$ cat config.mk
export PLATFORM = sky130hd
export DESIGN_NAME = io_strobe_latch
export DESIGN_NICKNAME = d
export VERILOG_FILES = /design/src/rtl/io_strobe_latch.sv
export SDC_FILE = /design/constraint.sdc
export NUM_CORES = 1
export LEC_CHECK = 0
export ABC_AREA = 0
export CAP_MARGIN = 20
export CORE_ASPECT_RATIO = 0.7
export CORE_MARGIN = 1
export CORE_UTILIZATION = 30
export CTS_BUF_LIST = sky130_fd_sc_hd__clkbuf_4 sky130_fd_sc_hd__clkbuf_8
export CTS_CLUSTER_DIAMETER = 80
export DETAILED_ROUTE_END_ITERATION = 8
export SLEW_MARGIN = 20
export SYNTH_ARGS = -nofsm -noshare
export SYNTH_HDL_FRONTEND = slang
export SYNTH_SLANG_ARGS = --single-unit
$ cat constraint.sdc
create_clock -name clk -period 2.1 [get_ports clk]
set_input_delay 0.315 -clock clk [delete_from_list [all_inputs] [get_ports clk]]
set_output_delay 0.315 -clock clk [all_outputs]
set_load 0.02 [all_outputs]
$ cat src/rtl/io_strobe_latch.sv
// I/O slot strobe latch: detects select falling edges, updates the
// scroll/latch/sound registers, and runs a kickable watchdog.
module io_strobe_latch #(
    parameter int unsigned WDOG_LIMIT = 4096,
    parameter int unsigned WD_PULSE   = 16
) (
    input  logic       clk,
    input  logic       reset,
    input  logic [7:0] cs_n,
    input  logic [2:0] a,
    input  logic [7:0] din,
    output logic [7:0] scroll,
    output logic [7:0] latch,
    output logic       snd_wr,
    output logic [7:0] snd_data,
    output logic       irq_ack,
    output logic       wd_reset
);

    localparam int unsigned CNT_W   = 16;
    localparam int unsigned PULSE_W = 8;
    localparam logic [CNT_W-1:0]   CNT_LAST   = CNT_W'(WDOG_LIMIT - 1);
    localparam logic [PULSE_W-1:0] PULSE_LAST = PULSE_W'(WD_PULSE - 1);

    typedef enum logic [0:0] {
        ST_COUNT = 1'b0,
        ST_PULSE = 1'b1
    } wd_state_e;

    wd_state_e          wd_state_q, wd_state_d;
    logic [CNT_W-1:0]   wd_cnt_q, wd_cnt_d;
    logic [PULSE_W-1:0] pulse_cnt_q, pulse_cnt_d;
    logic               wd_reset_q, wd_reset_d;

    logic [7:0] cs_q;
    logic [7:0] strobe_c;
    logic [7:0] scroll_q, scroll_d;
    logic [7:0] latch_q, latch_d;
    logic [7:0] snd_data_q, snd_data_d;
    logic       snd_wr_q, snd_wr_d;
    logic       irq_ack_q, irq_ack_d;

    // Falling edge of a select: high at the previous edge, low now.
    assign strobe_c = cs_q & ~cs_n;

    always_comb begin
        scroll_d   = scroll_q;
        latch_d    = latch_q;
        snd_data_d = snd_data_q;
        snd_wr_d   = strobe_c[2];
        irq_ack_d  = strobe_c[4];
        if (strobe_c[0]) scroll_d   = din;
        if (strobe_c[1]) latch_d[a] = din[0];
        if (strobe_c[2]) snd_data_d = din;
    end

    // Watchdog: count idle cycles, then hold wd_reset for WD_PULSE cycles.
    always_comb begin
        wd_state_d  = wd_state_q;
        wd_cnt_d    = wd_cnt_q;
        pulse_cnt_d = pulse_cnt_q;
        wd_reset_d  = wd_reset_q;
        case (wd_state_q)
            ST_COUNT: begin
                if (strobe_c[3]) begin
                    wd_cnt_d = '0;
                end else if (wd_cnt_q == CNT_LAST) begin
                    wd_state_d  = ST_PULSE;
                    wd_cnt_d    = '0;
                    pulse_cnt_d = PULSE_LAST;
                    wd_reset_d  = 1'b1;
                end else begin
                    wd_cnt_d = wd_cnt_q + CNT_W'(1);
                end
            end
            ST_PULSE: begin
                wd_cnt_d = '0;
                if (pulse_cnt_q == '0) begin
                    wd_state_d = ST_COUNT;
                    wd_reset_d = 1'b0;
                end else begin
                    pulse_cnt_d = pulse_cnt_q - PULSE_W'(1);
                end
            end
            default: begin
                wd_state_d = ST_COUNT;
                wd_cnt_d   = '0;
                wd_reset_d = 1'b0;
            end
        endcase
    end

    // cs_q tracks cs_n even in reset so a held select cannot strobe on release.
    always_ff @(posedge clk) begin
        cs_q <= cs_n;
        if (reset) begin
            scroll_q    <= '0;
            latch_q     <= '0;
            snd_data_q  <= '0;
            snd_wr_q    <= 1'b0;
            irq_ack_q   <= 1'b0;
            wd_state_q  <= ST_COUNT;
            wd_cnt_q    <= '0;
            pulse_cnt_q <= '0;
            wd_reset_q  <= 1'b0;
        end else begin
            scroll_q    <= scroll_d;
            latch_q     <= latch_d;
            snd_data_q  <= snd_data_d;
            snd_wr_q    <= snd_wr_d;
            irq_ack_q   <= irq_ack_d;
            wd_state_q  <= wd_state_d;
            wd_cnt_q    <= wd_cnt_d;
            pulse_cnt_q <= pulse_cnt_d;
            wd_reset_q  <= wd_reset_d;
        end
    end

    assign scroll   = scroll_q;
    assign latch    = latch_q;
    assign snd_wr   = snd_wr_q;
    assign snd_data = snd_data_q;
    assign irq_ack  = irq_ack_q;
    assign wd_reset = wd_reset_q;

endmodule

# After elaboration in Yosys (flattened, before gate mapping)
# Index checks and enable logic that the tools add are counted.
[op_classes] bitwise_logic=3 n_reduce_logical=4 n_eq_ne=5 mux=18 add_sub_neg=2 order_cmp=2
[op_table] operator="$mux W16" count=2
[op_table] operator="$pmux W16 S2" count=1
[op_table] operator="$mux W8" count=3
[op_table] operator="$add A16 B1 Y16 const B" count=1
[op_table] operator="$eq A16 B12 Y1 const B" count=1
[op_table] operator="$pmux W8 S2" count=1
[op_table] operator="$bwmux W8" count=1
[op_table] operator="$logic_not A8 Y1" count=1
[op_table] operator="$sub A8 B1 Y8 const B" count=1
[op_table] operator="$mux W1" count=7
[op_table] operator="$ne A2 B2 Y1 const B" count=3
[op_table] operator="$reduce_and A3 Y1" count=2
[op_table] operator="$and A5 B5 Y5" count=1
[op_table] operator="$not A5 Y5" count=1
[op_table] operator="$lt A3 B4 Y1 const B" count=1
[op_table] operator="$pmux W1 S2" count=2
[op_table] operator="$demux W1 S3" count=1
[op_table] operator="$ge A3 B1 Y1 const B" count=1
[op_table] operator="$ne A2 B1 Y1 const B" count=1
[op_table] operator="$logic_and A1 B1 Y1" count=1
[op_table] operator="$not A1 Y1" count=1
[word_totals] out_inout_bits=27 word_cells=44 reg_bits=57 input_bits=21

# Longest topological paths before layout
# Gate-level depths: netlist (run 1).
[depth] ltp_word=5 mapped_depth=7 depth_no_buf=6

# Worst setup path after synthesis (run 1)
# No wires, ideal clock.
[synth_path] path_kind="register -> register" startpoint="register pulse_cnt_q[0]" endpoint="register pulse_cnt_q[2]" setup_slack_ns=0.257 stages_incl_launch_ff=7 path_buffers=0 arrival_time_ns=1.712 synth_period_minus_slack_ns=1.843 required_ns=1.969 setup_ns=0.131 cell_sequence="dfxtp_1 -> inv_1 -> ha_1 -> or4b_4 -> o41a_1 -> a221oi_1 -> a311oi_1"
[synth_between] elab_chain_len=3 word_cells_on_any_way=6 classes_between="add/sub: 1; eq/ne: 1; mux: 2; reduce/logical: 2"
[synth_rtl] item="from (decl)" line="32" rtl="logic [PULSE_W-1:0] pulse_cnt_q, pulse_cnt_d;"
[synth_rtl] item="from (signal assigned)" line="114" rtl="pulse_cnt_q <= pulse_cnt_d;"
[synth_rtl] item="$sub A8 B1 Y8 or $logic_not A8 Y1 (tied branches)" line="82, 78"
[synth_rtl] item="$mux W8 or $ne A2 B2 Y1 (tied branches)"
[synth_rtl] item="$pmux W8 S2 or $reduce_and A3 Y1 (tied branches)"
# Parallel ways exist; a longest one is shown, timed or not. The select of a mux whose other input is x is not followed.
# A chain may end at the register's enable or synchronous reset.

# Worst setup path after layout (run 1)
[layout_path] startpoint="register pulse_cnt_q[1]" endpoint="register pulse_cnt_q[3]"
# Same word-level chain as after synthesis.

==> impl_metrics.env, run 1 <==
export IMPL_finalCriticalPeriod_ns=1.985
export IMPL_grt_usage_pct=13.05
export IMPL_synth_top_area_cell="dfxtp_1"
export IMPL_drive_gt1_share_pct=10.26
export IMPL_clkLatencyLatePin_ns=0.33
export IMPL_slowest_delay_ns=0.51
export IMPL_synth_nets=271
export IMPL_rsz0062_at_grt="false"
export IMPL_hold_buffers=0
export IMPL_yosysMostFrequentCell="dfxtp_1"
export IMPL_start_util_pct=31.25
export IMPL_crit_arrival_ns=2.16
export IMPL_startpoint_type="flop"
export IMPL_grt_pass1_vias=1698
export IMPL_detailed_place_hpwl_um=3386
export IMPL_ant_nets=0
export IMPL_crit_chain="inv_2 > ha_2 > or4b_4 > o41a_1 > a221oi_2 > a311oi_1"
export IMPL_avgViaCountPerCell=4.605
export IMPL_num_vias=1842
export IMPL_nets=322
export IMPL_synthesis_area_mm2=0.002297
export IMPL_clock_skew_ns=0.004794
export IMPL_dr_pass1_iters=5
export IMPL_port_buffer_count=44
export IMPL_wl_um=4964
export IMPL_cp_max_fo=4
export IMPL_drt_iter0_markers=51
export IMPL_utilization_pct=42.38
export IMPL_syn_inst=247
export IMPL_diodes=0
export IMPL_clockRootBuffer="clkbuf_8"
export IMPL_antenna_found_initial=0
export IMPL_status="complete, no violations"
export IMPL_worstSetupEndpointType="flop"
export IMPL_crit_buf_inv=1
export IMPL_final_cells=400
export IMPL_die_h_um=75.21
export IMPL_ys_top_cells_by_count="dfxtp_1 (57), nor2_1 (33), nand2_1 (27), a21oi_1 (15), mux2i_1 (14)"
export IMPL_synth_top_flop_cell="dfxtp_1"
export IMPL_drc=0
export IMPL_max_cap_violations=0
export IMPL_clkTransAtPathRegs_ns=0.06
export IMPL_grt_overflow=0
export IMPL_total_power_mw=2.482
export IMPL_yosysUniqueCellTypes=41
export IMPL_synth_edff_count=0
export IMPL_maxSlewHeadroom_pct=51.69
export IMPL_postSynthAreaPerCell_um2=9.300
export IMPL_yosysWarnings=0
export IMPL_finalWeightedCongestion=0.7358
export IMPL_crit_slowest_cell="or4b_4"
export IMPL_synth_top_cell_area_share_pct=49.67
export IMPL_power_density_mw_per_mm2=796.5
export IMPL_placedCellCount=384
export IMPL_timing_hold_ws_ns=0.4532
export IMPL_area_growth_pct=35.62
export IMPL_cts_sinks=57
export IMPL_die_w_um=106.6
export IMPL_finalHoldViolCount=0
export IMPL_grt_max_degree=37
export IMPL_row_count=26
export IMPL_synth_area_leaders="dfxtp_1 (50%), mux2i_1 (6.1%), nor2_1 (5.4%)"
export IMPL_path_class="reg -> reg"
export IMPL_synth_seq_cells=57
export IMPL_maxSlewViolCount=0
export IMPL_critPathRequiredTime_ns=2.28
export IMPL_p_leak_nw=1.173
export IMPL_htree_levels=3
export IMPL_max_slew_worst_pin_slew_ns=0.7146
export IMPL_cts_tree="yes"
export IMPL_ctsLongestPathBuffers=2
export IMPL_post_route_period_util_pct=94.50
export IMPL_routedWlPerCell_um=12.41
export IMPL_hp_class="reg -> reg"
export IMPL_setup_viol=0
export IMPL_vdd_drop_max_v=0.0003764
export IMPL_cts_buffers=9
export IMPL_io_pins=48
export IMPL_grt_first_pass_wirelength_um=7983
export IMPL_final_setup_tns_ns=0
export IMPL_cp_top_family="compound AO/OA/AOI/OAI gates"
export IMPL_fmax_mhz=503.9
export IMPL_ys_seq_area_share_pct=49.67
export IMPL_synth_async_reset_ratio_pct=0
export IMPL_coreArea_mm2=0.007352
export IMPL_die_area_mm2=0.008017
==> path summary, 6_finish.rpt <==
| path | cells past startpoint | startpoint | slack (ns) | endpoint |
|---|---|---|---|---|
| worst max-delay path | 6 | pulse_cnt_q[1] | 0.12 | pulse_cnt_q[3] |
| worst min register to register | 2 | snd_data[0] | 0.45 | snd_data[0] |
| worst min-delay path | 2 | snd_data[0] | 0.45 | snd_data[0] |
| worst max register to register | 6 | pulse_cnt_q[1] | 0.12 | pulse_cnt_q[3] |
==> repair_timing <==
action | 4_1_cts | 5_1_grt
resized for setup | 0 | 5
hold endpoints to repair | 0 | 0
setup endpoints to repair | 0 | 2
setup buffers | 0 | 1
==> through the flow <==
step                      area (um^2)  setup slack [ns]
after global placement           2860            0.1443
after global routing             3115           0.02211
final                            3115            0.1155
after floorplan                  2297            0.2574
after detailed placement         2860            0.1060
after CTS                        3093           0.08960
==> per-layer routing <==
layer	track usage (%)	wire [um]	vias to the layer above
met5	0	0	-
met4	6.849	55	0
met3	4.935	260	4
met2	18.57	2143	38
met1	17.25	2503	831
li1	-	-	969
==> state kept, by name (all words and copies together), names as in the netlist <==
name / cells
cs_q: 5
irq_ack: 1
latch: 8
pulse_cnt_q: 8
scroll: 8
snd_data: 8
snd_wr: 1
wd_cnt_q: 16
wd_reset: 1
wd_state_q: 1
==> where the power goes <==
group / internal, mW / switching [mW] / total (mW)
Sequential: 1.11 / 0.0129 / 1.12
Clock: 0.772 / 0.412 / 1.18
Combinational: 0.0858 / 0.0902 / 0.176
Total: 1.97 / 0.515 / 2.48
==> area by class of cell <==
| cell class | instances | area (um^2) |
|---|---|---|
| clock inverter | 2 | 60.06 |
| inverter | 8 | 30.03 |
| timing repair buffer | 51 | 493.0 |
| tap | 98 | 122.6 |
| multi-input combinational | 171 | 1096 |
| clock buffer | 13 | 172.7 |
| fill | 744 | 4237 |
| sequential | 57 | 1141 |
==> logic make-up (layout without fill, tap and decap cells) <==
| family | after synthesis | count (layout) | share of synthesized area, % |
|---|---|---|---|
| AO/OA/AOI/OAI | 35 | 35 | 11.28 |
| AND/OR/NAND/NOR | 106 | 106 | 23.09 |
| buffers and inverters | 19 | 74 | 3.268 |
| XOR/XNOR | 13 | 13 | 4.956 |
| adder cells (fa/ha/maj) | 3 | 3 | 1.634 |
| multiplexers | 14 | 14 | 6.100 |
| flip-flops | 57 | 57 | 49.67 |
==> worst reg2reg max path, delay by kind of cell, from the launching register on <==
| family | cells | cell delay, ns |
|---|---|---|
| buf+inv | 1 | 0.07 |
| flops | 1 | 0.32 |
| fa+ha+maj | 1 | 0.18 |
| simple gates | 1 | 0.51 |
| compound gates | 3 | 0.76 |
==> cells in the final DEF, fill, tap and decap left out, drive strengths merged, types with 3 or more instances in the layout <==
cell           instances
dfxtp                 57
clkdlybuf4s50         44
nor2                  33
nand2                 27
a21oi                 15
mux2i                 14
clkbuf                13
nand3                 10
inv                    8
xnor2                  7
buf                    7
xor2                   6
nand4                  5
nor4                   4
nor3                   4
nor3b                  4
and4                   4
and3                   3
nand2b                 3
nand3b                 3
ha                     3
Note: power is estimated with default switching activity, not from simulation.
==> run 2: changes to the inputs <==
CORE_ASPECT_RATIO = 1.75   (was 0.7)
MAX_ROUTING_LAYER = met4   (was unset)
==> impl_metrics.env, run 2 (synthesis gave the netlist of run 1 again) <==
export IMPL_coreArea_mm2=0.007284
export IMPL_placedCellCount=373
export IMPL_row_count=41
export IMPL_grt_overflow=0
export IMPL_die_h_um=117.8
export IMPL_final_area_mm2=0.003052
export IMPL_die_w_um=68.15
export IMPL_htree_levels=3
export IMPL_ctsLongestPathBuffers=2
export IMPL_wl_um=4786
export IMPL_startpoint_type="flop"
export IMPL_port_buffer_count=44
export IMPL_crit_arrival_ns=2.18
export IMPL_clockRootBuffer="clkbuf_8"
export IMPL_maxSlewViolCount=0
export IMPL_ant_nets=0
export IMPL_drive_gt1_share_pct=8.609
export IMPL_finalWeightedCongestion=0.8509
export IMPL_utilization_pct=41.89
export IMPL_max_slew_worst_pin_slew_ns=0.5990
export IMPL_finalHoldViolCount=0
export IMPL_routedWlPerCell_um=12.34
export IMPL_cp_max_fo=4
export IMPL_nets=322
export IMPL_avgViaCountPerCell=4.887
export IMPL_max_cap_violations=0
export IMPL_hold_buffers=0
export IMPL_path_class="reg -> reg"
export IMPL_cts_buffers=9
export IMPL_die_area_mm2=0.008025
export IMPL_r2r_slack_ns=0.13
export IMPL_p_leak_nw=1.156
export IMPL_detailed_place_hpwl_um=3525
export IMPL_grt_max_degree=27
export IMPL_drt_iter0_markers=86
export IMPL_power_density_mw_per_mm2=762.4
export IMPL_grt_pass1_vias=1759
export IMPL_regMostFlops="wd_cnt_q"
export IMPL_clkTransAtPathRegs_ns=0.06
export IMPL_setup_viol=0
export IMPL_worstSetupEndpointType="flop"
export IMPL_drc=0
export IMPL_critPathRequiredTime_ns=2.31
export IMPL_largest_register_ffs=16
export IMPL_post_route_period_util_pct=93.85
export IMPL_final_cell_mix="dfxtp_1 (57), clkdlybuf4s50_1 (44), nor2_1 (33)"
export IMPL_hp_class="in -> reg"
export IMPL_clkLatencyLatePin_ns=0.34
export IMPL_min_delay_path_depth=1
export IMPL_rr_endpoint="pulse_cnt_q[2]"
export IMPL_cts_resized=0
export IMPL_status="complete, no violations"
export IMPL_post_cts_buffers=0
export IMPL_area_growth_pct=32.84
export IMPL_place_area_mm2=0.002853
export IMPL_rsz0062_at_grt="false"
export IMPL_reg2reg_from="pulse_cnt_q[0]"
export IMPL_vdd_drop_max_v=0.0002456
export IMPL_final_cells=388
export IMPL_clock_skew_ns=0.005871
export IMPL_num_vias=1896
export IMPL_antenna_found_initial=0
export IMPL_r2r_cells=6
export IMPL_finalCriticalPeriod_ns=1.971
export IMPL_mostFrequentLayoutCell="dfxtp_1"
export IMPL_grt_usage_pct=13.23
export IMPL_cts_sinks=57
export IMPL_hp_start="cs_n[0]"
export IMPL_dr_pass1_iters=4
export IMPL_fmax_mhz=507.4
export IMPL_cts_tree="yes"
export IMPL_maxSlewHeadroom_pct=59.76
export IMPL_start_util_pct=31.54
export IMPL_whs_endpoint="cs_q[0]"
export IMPL_grt_first_pass_wirelength_um=7659
export IMPL_diodes=0
export IMPL_final_setup_tns_ns=0
export IMPL_io_pins=48
[run 2: changes by cell type in the layout (fill, tap and decap cells not counted), sizes merged]
| cell | delta |
|---|---|
| bufinv | -1 |
| clkinv | +2 |
| clkbuf | -1 |
[run 2: per-stage QoR]
stage / hold slack, ns / power, mW / setup slack [ns]
2_1_floorplan: 0.3427 / 1.232 / 0.2574
3_3_place_gp: 0.4449 / 1.321 / 0.1761
3_5_place_dp: 0.4488 / 1.323 / 0.1434
4_1_cts: 0.4224 / 2.371 / 0.1345
5_1_grt: 0.4281 / 2.438 / 0.004161
6_report: 0.4352 / 2.327 / 0.1291
[run 2: area by class of cell]
| type | instances | area [um^2] |
|---|---|---|
| Clock buffer | 12 | 158.9 |
| Clock inverter | 3 | 40.04 |
| Fill cell | 740 | 4233 |
| Inverter | 8 | 30.03 |
| Multi-Input combinational cell | 171 | 1081 |
| Sequential cell | 57 | 1141 |
| Tap cell | 86 | 107.6 |
| Timing Repair Buffer | 51 | 493.0 |
[run 2: critical path, stage by stage (launching register included)]
cell and delay [ns]:
dfxtp_1 0.31, inv_1 0.11, ha_1 0.18, or4b_4 0.50, o41a_1 0.37, a221oi_1 0.29
a311oi_1 0.07
[run 2: power by group]
group          internal (mW)  switching [mW]
combinational         0.0870          0.0883
clock                  0.615           0.416
sequential              1.11          0.0127
[run 2: routing by layer]
| layer | routed length (um) | track usage (%) | up-vias |
|---|---|---|---|
| met5 | 0 | - | - |
| met4 | 172 | 8.854 | 0 |
| met3 | 284 | 4.651 | 13 |
| met2 | 2390 | 21.69 | 48 |
| met1 | 1939 | 12.27 | 866 |
| li1 | - | - | 969 |
[run 2: worst max-delay path by stage]
stage,start,endpoint,cells after the start
final,pulse_cnt_q[0],pulse_cnt_q[2],6
after global routing,pulse_cnt_q[0],pulse_cnt_q[3],6
after CTS,pulse_cnt_q[0],pulse_cnt_q[2],6
after detailed placement,pulse_cnt_q[0],pulse_cnt_q[2],6
after global placement,pulse_cnt_q[0],pulse_cnt_q[3],6
after floorplan,pulse_cnt_q[0],pulse_cnt_q[2],6
==> run 3: changes to the inputs <==
CORE_MARGIN = 2   (was 1)
REMOVE_ABC_BUFFERS = 1   (was unset)
==> impl_metrics.env, run 3 (synthesis gave the netlist of run 1 again) <==
export IMPL_die_h_um=119.8
export IMPL_grt_first_pass_wirelength_um=8583
export IMPL_p_sw_share_pct=22.38
export IMPL_met2_wirelength_um=2797
export IMPL_fmax_mhz=506.6
export IMPL_p_comb_share_pct=8.3
export IMPL_die_area_mm2=0.008401
export IMPL_hold_buffers=0
export IMPL_finalCriticalPeriod_ns=1.974
export IMPL_cts_tree="yes"
export IMPL_detailed_place_hpwl_um=3774
export IMPL_slowest_delay_ns=0.50
export IMPL_grt_pass1_vias=1912
export IMPL_cts_sinks=57
export IMPL_routedWlPerCell_um=13.18
export IMPL_final_cell_mix="dfxtp_1 (57), clkdlybuf4s50_1 (44), nor2_1 (33)"
export IMPL_met3WireLength_um=186
export IMPL_cp_max_fo=4
export IMPL_post_route_period_util_pct=94.00
export IMPL_critPathRequiredTime_ns=2.29
export IMPL_io_pins=48
export IMPL_post_cts_buffers=0
export IMPL_final_setup_tns_ns=0
export IMPL_num_vias=1890
export IMPL_maxSlewHeadroom_pct=59.79
export IMPL_mostFrequentLayoutCell="dfxtp_1"
export IMPL_multi_input_area_mm2=0.001081
export IMPL_ant_nets=0
export IMPL_maxSlewViolCount=0
export IMPL_grt_overflow=0
export IMPL_hp_class="reg -> reg"
export IMPL_cts_buffers=9
export IMPL_vdd_drop_max_v=0.0002275
export IMPL_clkLatencyLatePin_ns=0.33
export IMPL_finalWeightedCongestion=0.8313
export IMPL_grt_max_degree=37
export IMPL_wl_um=5102
export IMPL_drc=0
export IMPL_clockRootBuffer="clkbuf_8"
export IMPL_area_growth_pct=30.83
export IMPL_status="complete, no violations"
export IMPL_startpoint_type="flop"
export IMPL_coreArea_mm2=0.007515
export IMPL_layout_area_seq_mm2=0.001141
export IMPL_m1WireLength_um=1972
export IMPL_htree_levels=3
export IMPL_nets=321
export IMPL_die_w_um=70.15
export IMPL_largest_register_ffs=16
export IMPL_clock_skew_ns=0.006128
export IMPL_grt_usage_pct=13.50
export IMPL_max_slew_worst_pin_slew_ns=0.5985
export IMPL_rsz0062_at_grt="false"
export IMPL_cts_resized=0
export IMPL_dr_pass1_iters=4
export IMPL_row_count=42
export IMPL_crit_slowest_cell="or4b_4"
export IMPL_clkTransAtPathRegs_ns=0.06
export IMPL_power_share_clock_pct=39.2
export IMPL_p_leak_nw=1.130
export IMPL_fillers=787
export IMPL_setup_viol=0
export IMPL_finalHoldViolCount=0
export IMPL_drive_gt1_share_pct=7.692
export IMPL_start_util_pct=30.57
export IMPL_crit_arrival_ns=2.16
export IMPL_seq_power_share_pct=52.5
export IMPL_placedCellCount=374
export IMPL_power_density_mw_per_mm2=711.1
export IMPL_crit_chain="inv_1 > ha_1 > or4b_4 > o41a_1 > a221oi_1 > a311oi_1"
export IMPL_drt_iter0_markers=95
export IMPL_port_buffer_count=44
export IMPL_antenna_found_initial=0
export IMPL_regMostFlops="wd_cnt_q"
export IMPL_worstSetupEndpointType="flop"
export IMPL_path_class="reg -> reg"
export IMPL_power_switching_uw=478.3
export IMPL_highest_layer="met4"
export IMPL_final_cells=387
export IMPL_p_int_mw=1.659
export IMPL_diodes=0
export IMPL_avgViaCountPerCell=4.884
export IMPL_max_cap_violations=0
export IMPL_ctsLongestPathBuffers=2
[run 3: per-stage QoR]
step	worst slack (ns)	cell area (um^2)	hold WS [ns]	utilization, %	total power [mW]
5_1_grt	0.001673	3005	0.4508	39.99	2.237
4_1_cts	0.1230	3005	0.4411	39.99	2.184
6_report	0.1261	3005	0.4523	39.99	2.137
3_5_place_dp	0.1328	2848	0.4498	37.90	1.325
2_1_floorplan	0.2543	2252	0.3427	-	1.218
3_3_place_gp	0.1662	2848	0.4424	37.90	1.322
[run 3: worst paths after layout]
kind / from / slack [ns] / depth (start not counted) / to
worst max-delay path: pulse_cnt_q[0] / 0.13 / 6 / pulse_cnt_q[3]
worst min-delay path: snd_data[5] / 0.45 / 2 / snd_data[5]
worst min register to register: snd_data[5] / 0.45 / 2 / snd_data[5]
worst max register to register: pulse_cnt_q[0] / 0.13 / 6 / pulse_cnt_q[3]
[run 3: power by group through the flow]
stage | Combinational [mW] | Clock [mW] | Sequential (mW)
2_1_floorplan | 0.0519 | 0 | 1.17
3_3_place_gp | 0.178 | 0 | 1.14
3_5_place_dp | 0.179 | 0 | 1.15
4_1_cts | 0.180 | 0.882 | 1.12
5_1_grt | 0.192 | 0.921 | 1.12
6_report | 0.177 | 0.838 | 1.12
[run 3: cell type report]
type	instances	area share, %
Sequential cell	57	37.97
Multi-Input combinational cell	171	35.97
Timing Repair Buffer	50	16.15
Clock buffer	12	5.079
Tap cell	88	3.664
Inverter	8	0.9992
Clock inverter	1	0.1665
[run 3: worst max-delay path, delay by kind of cell, from the launching register on]
family | cells | cell delay, ns
AO/OA/AOI/OAI | 3 | 0.74
adder cells (fa/ha/maj) | 1 | 0.17
buffers and inverters | 1 | 0.11
flip-flops | 1 | 0.31
AND/OR/NAND/NOR | 1 | 0.50
[run 3: metal layers]
metal	vias to the layer above	global-route usage, %
li1	959	-
met1	878	12.33
met2	42	24.52
met3	11	3.946
met4	0	7.572
met5	-	-
